### config.mk
export PLATFORM = sky130hd
export DESIGN_NAME = sync_monitor_flat
export DESIGN_NICKNAME = d
export VERILOG_FILES = /design/src/rtl/sync_monitor_if.sv /design/src/rtl/sync_monitor.sv /design/src/flat_wrapper.sv
export SDC_FILE = /design/constraint.sdc
export NUM_CORES = 1
export LEC_CHECK = 0
export BUFFER_PORTS_ARGS = -buffer_cell sky130_fd_sc_hd__clkbuf_2
export CAP_MARGIN = 5
export CORE_ASPECT_RATIO = 0.6
export CORE_MARGIN = 5
export CORE_UTILIZATION = 53
export DETAILED_ROUTE_END_ITERATION = 8
export GPL_TIMING_DRIVEN = 0
export PLACE_DENSITY = 0.87
export SLEW_MARGIN = 20
export SYNTH_ARGS = -nofsm -noshare
export SYNTH_HDL_FRONTEND = slang
export SYNTH_SLANG_ARGS = --single-unit
### constraint.sdc
create_clock -name clock_sync -period 4.4 [get_ports clock_sync]
set_clock_uncertainty 0.2 [all_clocks]
set_input_delay 0.44 -clock clock_sync [delete_from_list [all_inputs] [get_ports clock_sync]]
set_output_delay 0.44 -clock clock_sync [all_outputs]
set_load 0.01 [all_outputs]
### src/rtl/sync_monitor_if.sv
// Bundle of the sync monitor's control inputs and status outputs.
// The master modport drives configuration and the sync pulse; the slave modport is the monitor.
interface sync_monitor_if #(
    parameter int CNT_W = 32
);
    logic             enable;
    logic             master_sync;
    logic [CNT_W-1:0] cnt_max;
    logic [15:0]      tolerance;
    logic [CNT_W-1:0] phase_cnt;
    logic [CNT_W-1:0] period_meas;
    logic             sync_tick;
    logic             locked;
    logic             sync_lost;
    logic             sync_err;
    logic [7:0]       miss_count;
    logic             interrupt_sig;

    modport master (
        output enable, master_sync, cnt_max, tolerance,
        input  phase_cnt, period_meas, sync_tick, locked, sync_lost,
               sync_err, miss_count, interrupt_sig
    );

    modport slave (
        input  enable, master_sync, cnt_max, tolerance,
        output phase_cnt, period_meas, sync_tick, locked, sync_lost,
               sync_err, miss_count, interrupt_sig
    );
endinterface

### src/rtl/sync_monitor.sv
// Sync pulse monitor: edge detection, period measurement, tolerance window, flywheel and lock FSM.
// Define SYNC_MON_SYNC2FF_EN to put a 2-flop synchronizer in front of edge detection.
module sync_monitor #(
    parameter int CNT_W      = 32,
    parameter int LOCK_COUNT = 4,
    parameter int MISS_LIMIT = 3
) (
    input  logic           clock_sync,
    input  logic           reset_n,
    sync_monitor_if.slave  bus
);
    localparam int W1 = CNT_W + 1;

    typedef enum logic [1:0] {ST_IDLE, ST_ACQ, ST_LOCKED, ST_LOST} state_t;

    state_t           state_q, state_d;
    logic             s, s_dly_q;
    logic [CNT_W-1:0] p_q, p_d;
    logic [CNT_W-1:0] period_q, period_d;
    logic [7:0]       miss_q, miss_d;
    logic [7:0]       good_q, good_d;
    logic [7:0]       fault_q, fault_d;
    logic             armed_q, armed_d;
    logic             tick_q, tick_d;
    logic             err_q, err_d;
    logic             locked_q, locked_d;
    logic             lost_q, lost_d;
    logic             irq_q, irq_d;

`ifdef SYNC_MON_SYNC2FF_EN
    logic meta_q, sync_q;

    always_ff @(posedge clock_sync or negedge reset_n) begin
        if (!reset_n) begin
            meta_q <= 1'b0;
            sync_q <= 1'b0;
        end else begin
            meta_q <= bus.master_sync;
            sync_q <= meta_q;
        end
    end

    assign s = sync_q;
`else
    assign s = bus.master_sync;
`endif

    // Window bounds are one bit wider than the counters so cnt_max + tolerance cannot wrap.
    logic [W1-1:0] p_inc, hi, lo, tol_x, cmax_x;
    logic          edge_det, active, in_win;
    logic          ev_edge, ev_eval, ev_good, ev_early, ev_miss, fault;

    assign tol_x    = W1'(bus.tolerance);
    assign cmax_x   = {1'b0, bus.cnt_max};
    assign hi       = cmax_x + tol_x;
    assign lo       = (cmax_x > tol_x) ? (cmax_x - tol_x) : W1'(1);
    assign p_inc    = {1'b0, p_q} + W1'(1);
    assign in_win   = (p_inc >= lo) && (p_inc <= hi);

    assign edge_det = s & ~s_dly_q;
    assign active   = bus.enable && (state_q != ST_IDLE);
    assign ev_edge  = active && edge_det;
    // The first edge after enable or after LOST only arms measurement; it is never judged.
    assign ev_eval  = ev_edge && armed_q && (state_q != ST_LOST);
    assign ev_good  = ev_eval && in_win;
    assign ev_early = ev_eval && !in_win;
    assign ev_miss  = active && armed_q && !edge_det && (p_inc >= hi);
    assign fault    = ev_early || ev_miss;

    always_ff @(posedge clock_sync or negedge reset_n) begin
        if (!reset_n) begin
            state_q <= ST_IDLE;
        end else begin
            state_q <= state_d;
        end
    end

    always_comb begin
        state_d = state_q;
        if (!bus.enable) begin
            state_d = ST_IDLE;
        end else begin
            case (state_q)
                ST_IDLE:   state_d = ST_ACQ;
                ST_ACQ:    if (ev_good && (good_q == 8'(LOCK_COUNT - 1))) state_d = ST_LOCKED;
                ST_LOCKED: if (fault && (fault_q == 8'(MISS_LIMIT - 1))) state_d = ST_LOST;
                ST_LOST:   if (ev_edge) state_d = ST_ACQ;
                default:   state_d = ST_IDLE;
            endcase
        end
    end

    always_comb begin
        tick_d   = ev_edge && !ev_early;
        err_d    = fault;
        locked_d = (state_d == ST_LOCKED);
        lost_d   = (state_d == ST_LOST);
        irq_d    = (state_d != state_q) && ((state_d == ST_LOCKED) || (state_d == ST_LOST));
    end

    always_comb begin
        p_d      = p_q;
        armed_d  = armed_q;
        good_d   = good_q;
        fault_d  = fault_q;
        period_d = period_q;
        miss_d   = miss_q;
        if (!active) begin
            p_d     = '0;
            armed_d = 1'b0;
            good_d  = '0;
            fault_d = '0;
        end else begin
            // An edge beats a coincident miss threshold: it resets phase and is judged in-window.
            if (edge_det) begin
                p_d     = '0;
                armed_d = 1'b1;
                if (armed_q) period_d = p_inc[CNT_W-1:0];
            end else if (ev_miss) begin
                p_d    = CNT_W'(bus.tolerance);
                miss_d = (miss_q != 8'hFF) ? miss_q + 8'd1 : miss_q;
            end else if (armed_q) begin
                p_d = p_q + CNT_W'(1);
            end

            case (state_q)
                ST_ACQ: begin
                    fault_d = '0;
                    if (ev_good) good_d = good_q + 8'd1;
                    if (fault)   good_d = '0;
                end
                ST_LOCKED: begin
                    if (ev_good) fault_d = '0;
                    if (fault)   fault_d = fault_q + 8'd1;
                end
                ST_LOST: begin
                    if (edge_det) begin
                        good_d  = '0;
                        fault_d = '0;
                    end
                end
                default: ;
            endcase
        end
    end

    always_ff @(posedge clock_sync or negedge reset_n) begin
        if (!reset_n) begin
            s_dly_q  <= 1'b0;
            p_q      <= '0;
            period_q <= '0;
            miss_q   <= '0;
            good_q   <= '0;
            fault_q  <= '0;
            armed_q  <= 1'b0;
            tick_q   <= 1'b0;
            err_q    <= 1'b0;
            locked_q <= 1'b0;
            lost_q   <= 1'b0;
            irq_q    <= 1'b0;
        end else begin
            s_dly_q  <= s;
            p_q      <= p_d;
            period_q <= period_d;
            miss_q   <= miss_d;
            good_q   <= good_d;
            fault_q  <= fault_d;
            armed_q  <= armed_d;
            tick_q   <= tick_d;
            err_q    <= err_d;
            locked_q <= locked_d;
            lost_q   <= lost_d;
            irq_q    <= irq_d;
        end
    end

    assign bus.phase_cnt     = p_q;
    assign bus.period_meas   = period_q;
    assign bus.sync_tick     = tick_q;
    assign bus.locked        = locked_q;
    assign bus.sync_lost     = lost_q;
    assign bus.sync_err      = err_q;
    assign bus.miss_count    = miss_q;
    assign bus.interrupt_sig = irq_q;
endmodule

### src/flat_wrapper.sv
// flat-port wrapper written by rule: the top's interface ports become plain ports
module sync_monitor_flat 
#(
    parameter int CNT_W      = 32,
    parameter int LOCK_COUNT = 4,
    parameter int MISS_LIMIT = 3
)
  (clock_sync, reset_n, bus_enable, bus_master_sync, bus_cnt_max, bus_tolerance, bus_phase_cnt, bus_period_meas, bus_sync_tick, bus_locked, bus_sync_lost, bus_sync_err, bus_miss_count, bus_interrupt_sig);
  sync_monitor_if #(.CNT_W(CNT_W)) bus_i ();
  input  logic clock_sync;
  input  logic reset_n;
  input wire logic [$bits(bus_i.enable)-1:0] bus_enable;
  input wire logic [$bits(bus_i.master_sync)-1:0] bus_master_sync;
  input wire logic [$bits(bus_i.cnt_max)-1:0] bus_cnt_max;
  input wire logic [$bits(bus_i.tolerance)-1:0] bus_tolerance;
  output wire logic [$bits(bus_i.phase_cnt)-1:0] bus_phase_cnt;
  output wire logic [$bits(bus_i.period_meas)-1:0] bus_period_meas;
  output wire logic [$bits(bus_i.sync_tick)-1:0] bus_sync_tick;
  output wire logic [$bits(bus_i.locked)-1:0] bus_locked;
  output wire logic [$bits(bus_i.sync_lost)-1:0] bus_sync_lost;
  output wire logic [$bits(bus_i.sync_err)-1:0] bus_sync_err;
  output wire logic [$bits(bus_i.miss_count)-1:0] bus_miss_count;
  output wire logic [$bits(bus_i.interrupt_sig)-1:0] bus_interrupt_sig;
  assign bus_i.enable = bus_enable;
  assign bus_i.master_sync = bus_master_sync;
  assign bus_i.cnt_max = bus_cnt_max;
  assign bus_i.tolerance = bus_tolerance;
  assign bus_phase_cnt = bus_i.phase_cnt;
  assign bus_period_meas = bus_i.period_meas;
  assign bus_sync_tick = bus_i.sync_tick;
  assign bus_locked = bus_i.locked;
  assign bus_sync_lost = bus_i.sync_lost;
  assign bus_sync_err = bus_i.sync_err;
  assign bus_miss_count = bus_i.miss_count;
  assign bus_interrupt_sig = bus_i.interrupt_sig;
  sync_monitor #(.CNT_W(CNT_W), .LOCK_COUNT(LOCK_COUNT), .MISS_LIMIT(MISS_LIMIT)) u_core (.clock_sync(clock_sync), .reset_n(reset_n), .bus(bus_i));
endmodule
# After elaboration in Yosys (flattened, before gate mapping)
# Cells that the tools add are included.
[word_totals]
ff_bits = 97
latch_bits = 0
ramBits = 0
mem_bits_ro = 0
in_bits = 52
out_inout_bits = 77
word_cells = 90
mem_count = 0
[classes]
addsub = 7
mul = 0
div = 0
magnitude_cmp = 4
eq_ne = 17
shifts = 0
mux = 21
bitwise = 3
reduce_logical = 25
[op_table]
columns = ["cell", "count"]
rows = [
  ["32-bit two-way mux", 4],
  ["33-bit greater-or-equal comparator", 2],
  ["8-bit two-way mux", 7],
  ["32-bit by 1-bit adder with 33-bit output, second input constant", 1],
  ["32-bit by 16-bit adder with 33-bit output", 1],
  ["33-bit less-or-equal comparator", 1],
  ["33-bit two-way mux", 1],
  ["32-bit by 16-bit subtractor with 33-bit output", 1],
  ["32-bit by 1-bit adder with 32-bit output, second input constant", 1],
  ["32-bit by 16-bit greater-than comparator with 1-bit output", 1],
  ["8-bit by 1-bit adder with 8-bit output, second input constant", 3],
  ["8-bit case mux with 3 select lines", 1],
  ["8-bit by 2-bit == test with 1-bit output, second input constant", 2],
  ["8-bit case mux with 2 select lines", 1],
  ["1-bit logical AND", 14],
  ["3-bit AND reduction", 3],
  ["2-bit == test, second input constant", 4],
  ["2-bit two-way mux", 4],
  ["4-bit by 3-bit != test with 1-bit output, second input constant", 2],
  ["8-bit != test, second input constant", 1],
  ["2-bit case mux with 4 select lines", 1],
  ["4-bit by 2-bit != test with 1-bit output, second input constant", 1],
  ["4-bit != test, second input constant", 1],
  ["4-bit AND reduction", 1],
  ["other kinds (13)", 18],
]

# Longest topological paths before layout
# Gate-level depths: netlist (run 1).
[logic_depth]
ltp_word = 14
mapped_depth = 23
mapped_depth_nobuf = 21

# Worst setup path after synthesis (run 1)
# No wires, ideal clock.
[synth_path]
path_kind = "in2reg"
from = "input port bus_tolerance[5]"
to = "register u_core.good_q[3]"
setup_ns = 0.120
arrival_time_ns = 4.857
t_required_ns = 4.080
path_slack_ns = -0.778
path_stages = 23
n_path_buf = 4
cell_sequence = "inv_1 > ha_1 > buf_2 > a21oi_1 > nor3b_1 > a21boi_1 > a221o_1 > a21o_1 > buf_2 > a21oi_1 > o21ai_2 > buf_6 > nand2_1 > ha_1 > a21o_1 > a21o_1 > a221o_1 > o31a_1 > a2111o_1 > nand2_1 > buf_2 > o32ai_1 > a31o_2"
[synth_between]
elab_chain_cells = 10
word_cells_on_any_way = 18
classes_between = "2 x add/sub; 4 x order compare; 1 x eq/ne; 4 x mux; 7 x reduce/logical"
[synth_rtl]
columns = ["element", "line", "source"]
rows = [
  ["start: declaration", "flat_wrapper.sv:15", "input wire logic [$bits(bus_i.tolerance)-1:0] bus_tolerance;"],
  ["32-bit by 16-bit subtractor with 33-bit output or 32-bit by 16-bit greater-than comparator with 1-bit output (tied branches)", "sync_monitor.sv:56", "assign lo = (cmax_x > tol_x) ? (cmax_x - tol_x) : W1'(1);"],
  ["33-bit two-way mux", "sync_monitor.sv:56", ""],
  ["33-bit greater-or-equal comparator", "sync_monitor.sv:58", "assign in_win = (p_inc >= lo) && (p_inc <= hi);"],
  ["1-bit logical AND", "sync_monitor.sv:58", ""],
  ["1-bit logical NOT", "sync_monitor.sv:66", "assign ev_early = ev_eval && !in_win;"],
  ["1-bit logical AND", "sync_monitor.sv:66", ""],
  ["1-bit logical OR", "sync_monitor.sv:68", "assign fault = ev_early || ev_miss;"],
  ["8-bit two-way mux", "sync_monitor.sv:130", "if (fault) good_d = '0;"],
  ["8-bit case mux with 2 select lines", "sync_monitor.sv:126", "case (state_q)"],
  ["8-bit two-way mux", "sync_monitor.sv:108", "if (!active) begin"],
  ["end signal: assignment", "sync_monitor.sv:166", "good_q <= good_d;"],
  ["end: declaration", "sync_monitor.sv:21", "logic [7:0] good_q, good_d;"],
]
# Parallel ways exist; a longest one is shown, timed or not.
# A chain may end at the register's enable or synchronous reset.

# Worst setup path in the final report (run 1)
[layout_path]
from = "register u_core.p_q[10], in the netlist u_core.bus.phase_cnt[10]"
to = "register u_core.fault_q[5]"
[layout_between]
elab_chain_cells = 9
word_cells_on_any_way = 15
classes_between = "1 x add/sub; 3 x order compare; 1 x eq/ne; 3 x mux; 7 x reduce/logical"
[layout_rtl]
columns = ["element", "line", "source"]
rows = [
  ["start: declaration", "sync_monitor.sv:18", "logic [CNT_W-1:0] p_q, p_d;"],
  ["start signal: assignment", "sync_monitor.sv:163", "p_q <= p_d;"],
  ["32-bit by 1-bit adder with 33-bit output *", "sync_monitor.sv:57", "assign p_inc = {1'b0, p_q} + W1'(1);"],
  ["named net u_core.p_inc[15]", "sync_monitor.sv:49", "logic [W1-1:0] p_inc, hi, lo, tol_x, cmax_x;"],
  ["33-bit greater-or-equal comparator or 33-bit less-or-equal comparator (tied branches)", "sync_monitor.sv:58", ""],
  ["1-bit logical AND", "sync_monitor.sv:58", ""],
  ["1-bit logical NOT", "sync_monitor.sv:66", ""],
  ["1-bit logical AND", "sync_monitor.sv:66", ""],
  ["1-bit logical OR", "sync_monitor.sv:68", ""],
  ["8-bit two-way mux", "sync_monitor.sv:134", "if (fault) fault_d = fault_q + 8'd1;"],
  ["8-bit case mux with 3 select lines", "sync_monitor.sv:126", ""],
  ["8-bit two-way mux", "sync_monitor.sv:108", ""],
  ["end signal: assignment", "sync_monitor.sv:167", "fault_q <= fault_d;"],
  ["end: declaration", "sync_monitor.sv:22", "logic [7:0] fault_q, fault_d;"],
]
# The timed path passes the listed nets; every way through them passes the cells marked *.

==> results.yml, run 1 <==
synthesis:
  netlist_area_mm2: 0.00864
  synth_largest_area_cell: "dfrtp_1"
  synth_edf_count: 0
  synth_area_per_cell_um2: 8.01
  yosysWarnings: 0
  synth_top_cell_area_share: 0.281
  yosysSeqAreaShare: 0.281
  synth_area_leaders: "dfrtp_1 28%, ha_1 15%, nand2_1 7.9%"
  async_reset_ff_frac: 1.00
  synth_common_cells: "181 x nand2_1, 103 x ha_1, 97 x dfrtp_1"
  synth_top_flop_cell: "dfrtp_1"
  netlist_instances: 1079
  synth.ff_latch_count: 97
  yosysMostFrequentCell: "nand2_1"
  synth_cell_types: 69
  synth_fp_nets: 1236
layout:
  n_antenna_cell: 0
  post_route_cells_drive_above_1_share: 0.340
  fin_area_mm2: 0.0120
  nets: 1463
  area_growth_pct: 39.1
worst_setup_path:
  path_common_cell: "nand4_1"
  arrival_ns: 5.51
  path_class: "reg2reg"
  cp_max_fo: 7
  reg2reg_depth: 16
  cp_top_family: "simple AND/OR/NAND/NOR gates"
  slowest_stage: "nor4_2"
  cp_cell_sequence: "nand4_1 -> nor4_2 -> nand2_1 -> xnor2_1 -> ha_1 -> nand4_1 -> nor2_2 -> a221o_1 -> o31a_1 -> a2111o_1 -> buf_4 -> buf_6 -> a31oi_4 -> buf_12 -> a21oi_2 -> o21ai_1"
  slowest_delay_ns: 0.84
  start_kind: "register"
  required_ns: 4.49
  cp-end-kind: "register"
  crit_cells: 16
  crit_buf_inv: 3
pwr:
  totalPowerFinal_mw: 2.38
  p_leak_nw: 5.70
  power_density_mw_per_mm2: 198
  irDropWorstVdd_mv: 0.192
placed_design:
  gp_congestion: 0.997
  port_buffers: 123
  dpl_cell_area_mm2: 0.00966
  post-dp-hpwl_um: 20900
  place_ws_ns: -1.60
floorplanning:
  num_rows: 36
  die_area_mm2: 0.0190
  die_x_um: 175
  pin_count: 129
  die-height_um: 109
  coreArea_mm2: 0.0161
  start_util: 0.536
min_path:
  hold_depth: 1
  worst_hold_path_type: "in2reg"
global_routing:
  grt_pass1_vias: 8902
  grt_pass1_wl_um: 47700
  grt_overflow_total: 0
  antenna_found_initial: 0
  grtUsageTotal: 0.317
  grt_max_degree: 76
drt:
  route.detailed.drc: 0
  wire_per_inst_um: 22.3
  vias: 9957
  wirelength_um: 33900
  via_per_inst: 6.55
  ant_nets: 0
  drt_iter0_markers: 1403
  dr.pass1.iters: 8
clock_tree:
  clockBufferDepth: 2
  h-tree-depth: 3
  cts.sinks: 97
  numCtsBuffers: 9
  clock_latency_ns: 0.37
  clkTransAtPathRegs_ns: 0.08
  root_buffer: "clkbuf_16"
  cts_tree: "done"
timing:
  min_period_ns: 5.41
  worst_slew_pin_slew_ns: 1.02
  finalSetupViolations: 63
  max-slew-margin-rel: 0.317
  hold_viol: 0
  final.setup.tns_ns: -36.24
  slew_violations: 0
  setup_ws_ns: -1.01
  timing.fmax_ghz: 0.185
  finalCritPeriodShare: 1.23
  rsz0062_at_grt: "true"
run_status:
  outcome: "finished, violations left"
  violations: "setup timing"
job:
  max-cap-violations: 0
[cells in the final DEF, fill, tap and decap left out, types with 9 or more instances in the layout]
| cell type | count |
|---|---|
| nand2_1 | 175 |
| clkbuf_2 | 119 |
| dfrtp_1 | 95 |
| ha_1 | 87 |
| buf_4 | 79 |
| nor2_1 | 56 |
| xor2_1 | 49 |
| inv_1 | 48 |
| nand3_1 | 43 |
| a21oi_1 | 41 |
| xnor2_1 | 36 |
| o21ai_0 | 33 |
| o21ai_1 | 30 |
| nand4_1 | 23 |
| buf_6 | 21 |
| clkbuf_1 | 21 |
| a21oi_2 | 20 |
| nor2_4 | 16 |
| ha_4 | 14 |
| and3_1 | 13 |
| nand2b_1 | 12 |
| nor2_2 | 12 |
| o21ai_2 | 12 |
| clkbuf_16 | 12 |
| a21o_1 | 11 |
| o211ai_1 | 11 |
| a22o_1 | 11 |
| nor3_2 | 9 |
[state kept, by name, indices dropped and copies added, names as in the netlist]
register                  flops
u_core.bus.phase_cnt         32
u_core.bus.locked             1
u_core.state_q                2
u_core.bus.interrupt_sig      1
u_core.fault_q                8
u_core.bus.miss_count         8
u_core.good_q                 8
u_core.s_dly_q                1
u_core.bus.sync_lost          1
u_core.armed_q                1
u_core.bus.sync_tick          1
u_core.bus.period_meas       32
u_core.bus.sync_err           1
[power breakdown]
part | switching [mW] | leakage (nW) | internal [mW]
Clock | 0.385 | 0.132 | 0.389
Combinational | 0.410 | 4.23 | 0.296
Sequential | 0.00396 | 1.35 | 0.895
[layout make-up]
cell class | instances | area, µm²
multi-input cells | 887 | 7020
fillers | 1041 | 4110
flip-flops and latches | 97 | 2430
repair buffers | 223 | 1560
well taps | 209 | 262
plain buffers | 36 | 259
clock buffers | 11 | 233
inverters | 52 | 213
clock inverters | 5 | 41.3
[cells by family (layout without fill, tap and decap cells)]
| logic type | count (synthesis) | in the layout | synth area share |
|---|---|---|---|
| buf+inv | 97 | 327 | 0.0462 |
| flops | 97 | 97 | 0.281 |
| fa+ha+maj | 105 | 105 | 0.154 |
| compound gates | 252 | 253 | 0.184 |
| simple gates | 430 | 431 | 0.234 |
| xor+xnor | 93 | 93 | 0.0943 |
| mux | 5 | 5 | 0.00652 |
[final timing paths]
check                                      startpoint                         end  slack, ns
setup / recovery             u_core.bus.phase_cnt[10]           u_core.fault_q[5]      -1.01
max in group asynchronous                     reset_n     u_core.bus.phase_cnt[0]       3.05
hold reg to reg            u_core.bus.period_meas[10]  u_core.bus.period_meas[10]       0.28
hold / removal                        bus_master_sync              u_core.s_dly_q      0.005
setup reg to reg             u_core.bus.phase_cnt[10]           u_core.fault_q[5]      -1.01
min in group asynchronous                     reset_n  u_core.bus.period_meas[18]       0.29
[what timing repair did]
item                                    CTS  global route
endpoints found under the setup margin   63            63
setup buffers                            53            42
resized for setup                       203           117
cloned                                    6             1
endpoints found under the hold margin    22             0
pin swaps                                77            66
hold buffers                              1             0
[metal layers]
metal | vias up | part of all wire | GRT usage
li1 | 4311 | - | -
met1 | 4666 | 0.40 | 0.445
met2 | 772 | 0.42 | 0.488
met3 | 208 | 0.13 | 0.0762
met4 | 0 | 0.050 | 0.0992
met5 | - | 0 | 0
[through the flow]
stage / hold WS (ns) / utilization / cells
after global placement: 0.259 / 0.597 / 1411
after global routing: 0.0113 / 0.745 / 1520
after CTS: 0.0111 / 0.700 / 1480
after floorplan: -0.0556 / - / 1079
final: 0.00499 / 0.745 / 1520
after detailed placement: 0.120 / 0.599 / 1412
(Power assumes the default switching activity.)
==> run 2: changes to the inputs <==
--- a/config.mk
+++ b/config.mk
@@ -12,6 +12,7 @@
 export CORE_UTILIZATION = 53
 export DETAILED_ROUTE_END_ITERATION = 8
 export GPL_TIMING_DRIVEN = 0
+export MAX_ROUTING_LAYER = met4
 export PLACE_DENSITY = 0.87
 export SLEW_MARGIN = 20
 export SYNTH_ARGS = -nofsm -noshare
==> run 2 against run 1 <==
Compared with the run above:
- the flow still finishes with violations (setup timing)
- die area unchanged
- sequential power about the same
- via count decreased by 5.2%
- global-route usage decreased by 0.17 points
- total power increased by 0.43%
- register-to-register slack improved by 0.56 ns
- largest power group unchanged
- sequential share of layout area increased by 0.57 points
==> results.yml, run 2 (same netlist as run 1, synthesis figures left out) <==
floorplanning:
  die-height_um: 109
  coreArea_mm2: 0.0161
  die_x_um: 175
  pin_count: 129
  num_rows: 36
  start_util: 0.536
  die_area_mm2: 0.0190
layout:
  nets: 1440
  utilization: 0.725
  fin_area_mm2: 0.0117
  post_route_cells_drive_above_1_share: 0.309
  final_common_cell: "nand2_1"
  stdcell_count: 1497
  n_antenna_cell: 0
  final_cell_mix: "175 x nand2_1, 119 x clkbuf_2, 94 x dfrtp_1, 87 x ha_1, 68 x nor2_1"
  area_growth_pct: 35.3
clock_tree:
  h-tree-depth: 3
  clock_latency_ns: 0.36
  cts.sinks: 97
  root_buffer: "clkbuf_16"
  numCtsBuffers: 9
  clkTransAtPathRegs_ns: 0.07
  cts_tree: "done"
  clockBufferDepth: 2
drt:
  wire_per_inst_um: 20.6
  ant_nets: 0
  drt_iter0_markers: 1231
  wirelength_um: 30800
  vias: 9437
  route.detailed.drc: 0
  dr.pass1.iters: 6
  via_per_inst: 6.30
pwr:
  p_leak_nw: 5.58
  totalPowerFinal_mw: 2.39
  irDropWorstVdd_mv: 0.203
  power_density_mw_per_mm2: 204
timing:
  max-slew-margin-rel: 0.354
  worst_slew_pin_slew_ns: 0.965
  finalCritPeriodShare: 1.17
  timing.fmax_ghz: 0.195
  hold_viol: 0
  min_period_ns: 5.13
  finalSetupViolations: 56
  slew_violations: 0
  worst_hold_slack_ns: 0.0170
  rsz0062_at_grt: "true"
  setup_ws_ns: -0.732
  final.setup.tns_ns: -22.26
job:
  max-cap-violations: 0
global_routing:
  grtUsageTotal: 0.315
  grt_pass1_wl_um: 46600
  met2_usage: 0.460
  gr-max-usage-layer: "met2"
  antenna_found_initial: 0
  grt_pass1_vias: 8701
  met3_usage: 0.0755
  grt_overflow_total: 0
  grt_max_degree: 74
  grt_use_met1: 0.445
worst_setup_path:
  r2r_end: "u_core.good_q[2]"
  cp_max_fo: 3
  arrival_ns: 5.23
  path_class: "in2reg"
  crit_start: "bus_cnt_max[0]"
  cp-endpoint: "u_core.good_q[2]"
  start_kind: "input pin"
  r2r-start: "u_core.bus.phase_cnt[13]"
  cp-end-kind: "register"
  reg2reg_depth: 20
  reg2reg_setup_slack_ns: -0.45
  required_ns: 4.49
placed_design:
  dp_cells: 1412
  place_ws_ns: -1.71
  gp_congestion: 0.965
  dpl_cell_area_mm2: 0.00966
  port_buffers: 123
  post-dp-hpwl_um: 21100
min_path:
  worst_hold_path_type: "in2reg"
run_status:
  violations: "setup timing"
  outcome: "finished, violations left"
## run 2: layout make-up
cell class	count	area, µm²
multi-input cells	885	6850
fillers	1101	4430
flip-flops and latches	97	2430
repair buffers	202	1370
plain buffers	36	262
well taps	209	262
clock buffers	10	239
inverters	52	205
clock inverters	6	73.8
## run 2: worst min-delay path by stage
stage	start	endpoint	slack [ns]	cells after the start
4_1_cts	bus_master_sync	u_core.s_dly_q	0.01	1
3_5_place_dp	reset_n	u_core.bus.locked	0.13	1
5_1_grt	bus_master_sync	u_core.s_dly_q	0.02	1
2_1_floorplan	reset_n	u_core.armed_q	-0.06	0
6_report	bus_master_sync	u_core.s_dly_q	0.02	1
3_3_place_gp	u_core.bus.period_meas[27]	u_core.bus.period_meas[27]	0.26	2
## run 2: worst max-delay path, cell delays in order
cell      delay, ns
buf_8          0.10
inv_4          0.05
ha_4           0.13
inv_2          0.03
fa_2           0.36
a211oi_4       0.28
o211ai_1       0.16
a2111o_1       0.46
nand3b_1       0.25
nand2_2        0.12
buf_6          0.16
buf_4          0.14
nor2_4         0.08
xor2_1         0.15
nand2_1        0.07
ha_1           0.30
nand2_1        0.06
or3_1          0.36
a211oi_2       0.26
o31a_1         0.26
a2111o_1       0.22
nand2_4        0.08
buf_6          0.13
buf_12         0.12
o41ai_2        0.26
a22o_1         0.19
## run 2: metal layers
layer | wire [µm] | share of wire | vias to the layer above
met3 | 3900 | 0.13 | 107
met1 | 12800 | 0.42 | 4460
met2 | 13200 | 0.43 | 623
met4 | 891 | 0.029 | 0
li1 | - | - | 4247
met5 | 0 | 0 | -
## run 2: power by group
group          internal (mW)  total [mW]  switching (mW)  leakage (nW)
clock                  0.464       0.843           0.379         0.147
sequential             0.895       0.899         0.00379          1.34
combinational          0.266       0.647           0.380          4.09
total                   1.63        2.39           0.764          5.58
## run 2: repair_timing
item | 4_1_cts | 5_1_grt
resized for setup | 143 | 123
setup buffers | 49 | 24
cloned | 2 | 2
setup endpoints to repair | 63 | 63
endpoints found under the hold margin | 24 | 0
pin swaps | 61 | 69
hold buffers | 1 | 0
